$ cat src/rtl/fifo_drain_packer_if.sv
// Packed output beat stream of fifo_drain_packer.
// Lane 0 of m_data holds the oldest word. m_keep marks the valid lanes.
interface fifo_drain_packer_if #(
  parameter int FIFO_WIDTH = 16,
  parameter int PACK_RATIO = 4
);
  localparam int OUT_WIDTH = FIFO_WIDTH * PACK_RATIO;

  logic [OUT_WIDTH-1:0]  m_data;
  logic [PACK_RATIO-1:0] m_keep;
  logic                  m_last;
  logic                  m_valid;
  logic                  m_ready;

  modport master (output m_data, m_keep, m_last, m_valid, input m_ready);
  modport slave  (input m_data, m_keep, m_last, m_valid, output m_ready);
endinterface

$ cat src/rtl/fifo_drain_packer.sv
// Drains a synchronous FIFO, which has a 1-cycle read latency.
// Packs PACK_RATIO words into one wide beat. Flush emits a partial beat with a lane mask.
module fifo_drain_packer #(
  parameter int FIFO_WIDTH = 16,
  parameter int PACK_RATIO = 4
) (
  input  logic                  clk,
  input  logic                  rst,
  input  logic                  fifo_empty,
  input  logic [FIFO_WIDTH-1:0] fifo_data_out,
  input  logic                  fifo_underflow,
  output logic                  fifo_rd_en,
  input  logic                  flush,
  output logic                  err_underflow,
  output logic [15:0]           beat_count,
  fifo_drain_packer_if.master   m
);
  localparam int OUT_WIDTH = FIFO_WIDTH * PACK_RATIO;
  localparam int CNT_W     = $clog2(PACK_RATIO + 1);
  localparam logic [CNT_W-1:0] FULL      = CNT_W'(PACK_RATIO);
  localparam logic [CNT_W:0]   RATIO_EXT = (CNT_W + 1)'(PACK_RATIO);

  localparam logic [1:0] RUN        = 2'd0;
  localparam logic [1:0] FLUSH_WAIT = 2'd1;
  localparam logic [1:0] FLUSH_EMIT = 2'd2;

  logic [1:0]            state;
  logic [OUT_WIDTH-1:0]  acc;
  logic [CNT_W-1:0]      lane_cnt;
  logic                  inflight;
  logic                  acc_full;
  logic                  out_free;
  logic                  accept;
  logic                  full_xfer;
  logic                  emit;
  logic [CNT_W:0]        fill;
  logic [PACK_RATIO-1:0] part_keep;

  always_comb begin
    acc_full  = (lane_cnt == FULL);
    fill      = {1'b0, lane_cnt} + {{CNT_W{1'b0}}, inflight};
    out_free  = !m.m_valid || m.m_ready;
    accept    = m.m_valid && m.m_ready;
    // A full accumulator still drains normally while a flush waits for its in-flight word.
    full_xfer = (state != FLUSH_EMIT) && acc_full && out_free;
    emit      = (state == FLUSH_EMIT) && out_free;
    fifo_rd_en = (state == RUN) && !rst && !fifo_empty && (fill < RATIO_EXT);
    part_keep = '0;
    for (int unsigned i = 0; i < PACK_RATIO; i++) begin
      part_keep[i] = (CNT_W'(i) < lane_cnt);
    end
  end

  always_ff @(posedge clk) begin
    if (rst) begin
      state         <= RUN;
      acc           <= '0;
      lane_cnt      <= '0;
      inflight      <= 1'b0;
      m.m_data      <= '0;
      m.m_keep      <= '0;
      m.m_last      <= 1'b0;
      m.m_valid     <= 1'b0;
      err_underflow <= 1'b0;
      beat_count    <= '0;
    end else begin
      inflight <= fifo_rd_en;
      if (inflight && fifo_underflow) begin
        err_underflow <= 1'b1;
      end
      if (accept) begin
        beat_count <= beat_count + 16'd1;
      end

      // inflight is never set while full or emitting, so capture cannot collide with a clear.
      if (full_xfer || emit) begin
        acc      <= '0;
        lane_cnt <= '0;
      end else if (inflight) begin
        for (int unsigned i = 0; i < PACK_RATIO; i++) begin
          if (lane_cnt == CNT_W'(i)) begin
            acc[i*FIFO_WIDTH +: FIFO_WIDTH] <= fifo_data_out;
          end
        end
        lane_cnt <= lane_cnt + CNT_W'(1);
      end

      if (full_xfer) begin
        m.m_data  <= acc;
        m.m_keep  <= '1;
        m.m_last  <= 1'b0;
        m.m_valid <= 1'b1;
      end else if (emit) begin
        m.m_data  <= acc;
        m.m_keep  <= part_keep;
        m.m_last  <= 1'b1;
        m.m_valid <= 1'b1;
      end else if (accept) begin
        m.m_valid <= 1'b0;
      end

      case (state)
        RUN: begin
          if (flush) state <= FLUSH_WAIT;
        end
        FLUSH_WAIT: begin
          if (!inflight && !acc_full) begin
            state <= (lane_cnt != '0) ? FLUSH_EMIT : RUN;
          end
        end
        FLUSH_EMIT: begin
          if (out_free) state <= RUN;
        end
        default: state <= RUN;
      endcase
    end
  end
endmodule

$ cat src/flat_wrapper.sv
// flat-port wrapper written by rule: the top's interface ports become plain ports
module fifo_drain_packer_flat 
#(
  parameter int FIFO_WIDTH = 16,
  parameter int PACK_RATIO = 4
)
  (clk, rst, fifo_empty, fifo_data_out, fifo_underflow, fifo_rd_en, flush, err_underflow, beat_count, m_m_data, m_m_keep, m_m_last, m_m_valid, m_m_ready);
  fifo_drain_packer_if #(.FIFO_WIDTH(FIFO_WIDTH), .PACK_RATIO(PACK_RATIO)) m_i ();
  input  logic clk;
  input  logic rst;
  input  logic fifo_empty;
  input  logic [FIFO_WIDTH-1:0] fifo_data_out;
  input  logic fifo_underflow;
  output logic fifo_rd_en;
  input  logic flush;
  output logic err_underflow;
  output logic [15:0] beat_count;
  output wire logic [$bits(m_i.m_data)-1:0] m_m_data;
  output wire logic [$bits(m_i.m_keep)-1:0] m_m_keep;
  output wire logic [$bits(m_i.m_last)-1:0] m_m_last;
  output wire logic [$bits(m_i.m_valid)-1:0] m_m_valid;
  input wire logic [$bits(m_i.m_ready)-1:0] m_m_ready;
  assign m_m_data = m_i.m_data;
  assign m_m_keep = m_i.m_keep;
  assign m_m_last = m_i.m_last;
  assign m_m_valid = m_i.m_valid;
  assign m_i.m_ready = m_m_ready;
  fifo_drain_packer #(.FIFO_WIDTH(FIFO_WIDTH), .PACK_RATIO(PACK_RATIO)) u_core (.clk(clk), .rst(rst), .fifo_empty(fifo_empty), .fifo_data_out(fifo_data_out), .fifo_underflow(fifo_underflow), .fifo_rd_en(fifo_rd_en), .flush(flush), .err_underflow(err_underflow), .beat_count(beat_count), .m(m_i));
endmodule
$ cat config.mk
export PLATFORM = sky130hd
export DESIGN_NAME = fifo_drain_packer_flat
export DESIGN_NICKNAME = d
export VERILOG_FILES = /design/src/rtl/fifo_drain_packer_if.sv /design/src/rtl/fifo_drain_packer.sv /design/src/flat_wrapper.sv
export SDC_FILE = /design/constraint.sdc
export NUM_CORES = 1
export LEC_CHECK = 0
export ABC_AREA = 1
export CAP_MARGIN = 5
export CORE_MARGIN = 5
export CORE_UTILIZATION = 50
export DETAILED_ROUTE_END_ITERATION = 10
export PLACE_DENSITY = 0.77
export SLEW_MARGIN = 40
export SYNTH_ARGS = -nofsm -noshare
export SYNTH_HDL_FRONTEND = slang
export SYNTH_SLANG_ARGS = --single-unit
export TNS_END_PERCENT = 1
$ cat constraint.sdc
create_clock -name clk -period 2 [get_ports clk]
set_input_delay 0.4 -clock clk [delete_from_list [all_inputs] [get_ports clk]]
set_output_delay 0.4 -clock clk [all_outputs]
set_load 0.02 [all_outputs]
==> summary.json <==
{
  "run_status": {
    "run_status": "completed"
  },
  "logic_synthesis": {
    "netlist_top_cells_area": "dfxtp_1 51%, nor2_1 10%, nand2_1 6.4%, o21ai_0 6.2%, nand4_1 5.3%",
    "synth-edff-count": 0,
    "synth_top_flop_cell": "dfxtp_1",
    "yosys_warnings": 0,
    "synthDominantAreaCellType": "dfxtp_1",
    "synth_cell_types": 26,
    "area_share_of_the_largest_cell_type_after_synthesis_pct": 51.4,
    "synthesis.instances": 767,
    "async_flop_share_pct": 0,
    "netlist_area_sq_um": 6110,
    "post_synth.cell_area_avg_sq_um": 7.97,
    "number_of_storage_elements_in_the_synthesis_netlist": 157,
    "synth_nets": 793,
    "synth.yosys.seq_area_share_pct": 51.4
  },
  "detailed_routing": {
    "ant_nets": 0,
    "routed_wirelength_um": 15800,
    "drcViolationCount": 0,
    "via_per_inst": 5.42,
    "dr_total_vias": 5521,
    "drt-wirelength-per-cell_um": 15.5,
    "route.met2.wl_um": 7440,
    "initialDrtViolationCount": 360,
    "met3_length_um": 887,
    "top_layer_used": "met4",
    "drt_pre_antenna_iters": 5,
    "met1_length_um": 7080
  },
  "timing": {
    "fin_skew_ns": 0.00640,
    "setup-violations-final": 0,
    "finalCritPeriodShare_pct": 96.3,
    "grt_setup_unrepaired": "false",
    "fmax_mhz": 519,
    "finalHoldViolations": 0,
    "period_minus_slack_ns": 1.93,
    "final.setup.tns_ns": 0,
    "final_worst_setup_slack_ns": 0.0748,
    "worst_pin_slew_ns": 0.727,
    "maxSlewHeadroom_pct": 51.5,
    "report.final.slew_viol_count": 0
  },
  "worst_setup_path": {
    "timing.critical_path.max_delay_family": "buffers and inverters",
    "cp-startpoint": "rst",
    "worstPathRequired_ns": 1.60,
    "critPathMaxStageDelay_ns": 0.46,
    "endpoint_kind": "output port",
    "worstSetupStartpointType": "primary input",
    "cp.depth": 5,
    "critical_path.endpoint": "fifo_rd_en",
    "rr_worst_depth": 7,
    "setup.reg_to_reg.worst_slack_ns": 0.12,
    "timing.critical_path.arrival_ns": 1.53,
    "path_buf_inv": 3,
    "r2r-start": "u_core.lane_cnt[0]$_SDFFE_PP0P_",
    "timing.critical_path.cells": "clkdlybuf4s50_1 -> inv_2 -> nand2_1 -> nor3_1 -> dlygate4sd2_1",
    "critical-path-slowest-cell": "clkdlybuf4s50_1",
    "worst-setup-path-type": "in -> out",
    "critical_path.reg2reg.endpoint": "u_core.acc[13]$_SDFFE_PP0P_",
    "worst-path-max-fanout": 2
  },
  "floorplanning": {
    "die_ar_sq_um": 14500,
    "floorplan.core_area_sq_um": 12000,
    "ios": 110,
    "chipHeight_um": 121,
    "die_x_um": 121,
    "initial_cell_density_of_the_core_pct": 50.9,
    "rows": 40
  },
  "clocking": {
    "clkLatencyLatePin_ns": 0.42,
    "cts-hold-fix-buffers": 0,
    "ctsLongestPathBuffers": 2,
    "clock_sink_count": 157,
    "ctsHtreeMaxLevel": 4,
    "clock-root-buffer": "clkbuf_16",
    "worst_setup_hold_path_clk_slew_ns": 0.06,
    "cts_buffers": 17,
    "tritoncts": "built"
  },
  "finish": {
    "layout-area-overhead-vs-synth_pct": 27.9,
    "final_area_sq_um": 7820,
    "final_core_util_pct": 65.1,
    "post_route_cells_drive_above_1_share_pct": 10.9,
    "antenna_cells_inserted": 0,
    "total_number_of_nets_in_the_final_design": 885
  },
  "global_route": {
    "grt_first_pass_wirelength_um": 26100,
    "grt_usage_pct": 22.2,
    "overflow": 0,
    "number_of_global_route_vias_before_repair": 5307,
    "initial_antenna_violation_count": 0,
    "largest_net_degree_at_the_start_of_global_routing": 85
  },
  "place": {
    "preCtsSetupSlack_ns": -0.209,
    "place_hpwl_um": 10400,
    "dpl-instance-area_sq_um": 7220,
    "port_buffers": 109,
    "place_congestion": 0.848
  },
  "power_and_ir_drop": {
    "power_frac_seq_pct": 46.7,
    "static_leakage_uw": 0.00308,
    "max-vdd-ir-drop_uv": 566,
    "power.share.combinational_pct": 5.9,
    "share_clk_of_total_power_pct": 47.3,
    "post_layout_total_power_uw": 6880,
    "switching_share_pct": 22.3,
    "power_dens_cells_nw_per_um2": 880,
    "internal-power_uw": 5340,
    "power.switching_uw": 1540
  },
  "run": {
    "max_cap_viol_count": 0
  },
  "hold_path": {
    "hold_class": "reg -> reg"
  }
}
==> synthesized netlist by cell type (2+ instances only) <==
master,instances
nand4_1,52
nand2_4,2
ha_1,4
dfxtp_1,157
buf_6,11
inv_1,26
nand2_2,3
nand2_1,105
nand3_1,24
o21ai_0,76
buf_4,2
inv_2,5
nor3_1,6
nor2_1,164
clkbuf_1,22
a21oi_1,51
buf_2,19
a21oi_2,30
==> routing by layer <==
metal / up-vias / track usage (%)
met5: - / 0
met4: 0 / 8.57
met3: 36 / 5.52
met2: 181 / 35.4
met1: 2567 / 28.9
li1: 2737 / -
==> worst min-delay path by stage <==
stage / to / cells after the start / startpoint
CTS: u_core.acc[42]$_SDFFE_PP0P_ / 2 / u_core.acc[42]$_SDFFE_PP0P_
finish: u_core.acc[49]$_SDFFE_PP0P_ / 2 / u_core.acc[49]$_SDFFE_PP0P_
global route: u_core.acc[63]$_SDFFE_PP0P_ / 2 / u_core.acc[63]$_SDFFE_PP0P_
detailed placement: u_core.acc[42]$_SDFFE_PP0P_ / 2 / u_core.acc[42]$_SDFFE_PP0P_
global placement: u_core.acc[63]$_SDFFE_PP0P_ / 2 / u_core.acc[63]$_SDFFE_PP0P_
floorplan: u_core.acc[51]$_SDFFE_PP0P_ / 2 / u_core.acc[51]$_SDFFE_PP0P_
==> layout by cell type, fill, tap and decap left out <==
master / n
nor2_1: 164
dfxtp_1: 156
clkdlybuf4s50_1: 108
nand2_1: 105
o21ai_0: 75
nand4_1: 52
a21oi_1: 51
a21oi_2: 30
inv_1: 26
nand3_1: 24
clkbuf_16: 17
buf_4: 17
clkinv_2: 8
nor3_1: 6
inv_2: 5
ha_1: 4
nand2_2: 3
bufinv_16: 3
o21ai_1: 2
nand2_4: 2
clkbuf_8: 2
inv_4: 1
nand3_2: 1
nor2_4: 1
nor2_2: 1
nand3b_1: 1
and3_1: 1
a211oi_1: 1
clkinv_4: 1
clkinvlp_4: 1
dlygate4sd2_1: 1
buf_12: 1
dfxtp_2: 1
==> layout make-up <==
type	count	area [sq um]
fill	1025	4200
multi-input combinational	524	2530
clock buffer	19	453
clock inverter	13	146
sequential	157	3140
inverter	32	123
tap	147	184
timing repair buffer	127	1240
==> power by group through the flow <==
stage               Sequential, uW  Combinational [uW]  Clock, uW
global placement              3280                 396          0
floorplan                     3310                 201          0
global route                  3220                 439       3450
detailed placement            3280                 405          0
finish                        3210                 409       3260
CTS                           3210                 407       3290
==> registers in the layout (all words and copies together), names as in the netlist <==
| register | count |
|---|---|
| u_core.beat_count | 16 |
| u_core.err_underflow | 1 |
| u_core.m.m_keep | 4 |
| u_core.m.m_data | 64 |
| u_core.state | 2 |
| u_core.lane_cnt | 3 |
| u_core.acc | 64 |
| u_core.m.m_last | 1 |
| u_core.m.m_valid | 1 |
| u_core.inflight | 1 |
==> kinds of logic (layout without fill, tap and decap cells) <==
family                     after synthesis  count (layout)  share of synthesized area, %
DFF                                    157             157                          51.4
adders and majority gates                4               4                         0.819
AOI/OAI and AO/OA                      159             159                          14.9
and+or+nand+nor                        361             361                          25.7
buffers and inverters                   86             191                          7.19
==> worst register-to-register path, cell delays in order, from the launching register on <==
cell and delay [ns]:
dfxtp_1 0.31, buf_4 0.15, inv_1 0.08, ha_1 0.18, buf_4 0.24, nand3_1 0.47, nand2_1 0.26, a21oi_2 0.07
==> what timing repair did <==
item,in CTS,in global routing
setup endpoints to repair,1,1
resized for setup,1,1
setup buffers,0,0
endpoints found under the hold margin,0,0
==> through the flow <==
stage / std cells / hold slack [ns]
after floorplan: 767 / 0.440
after global placement: 987 / 0.450
after detailed placement: 987 / 0.456
after CTS: 1019 / 0.466
after global routing: 1019 / 0.481
final: 1019 / 0.466
(Power assumes the default switching activity.)
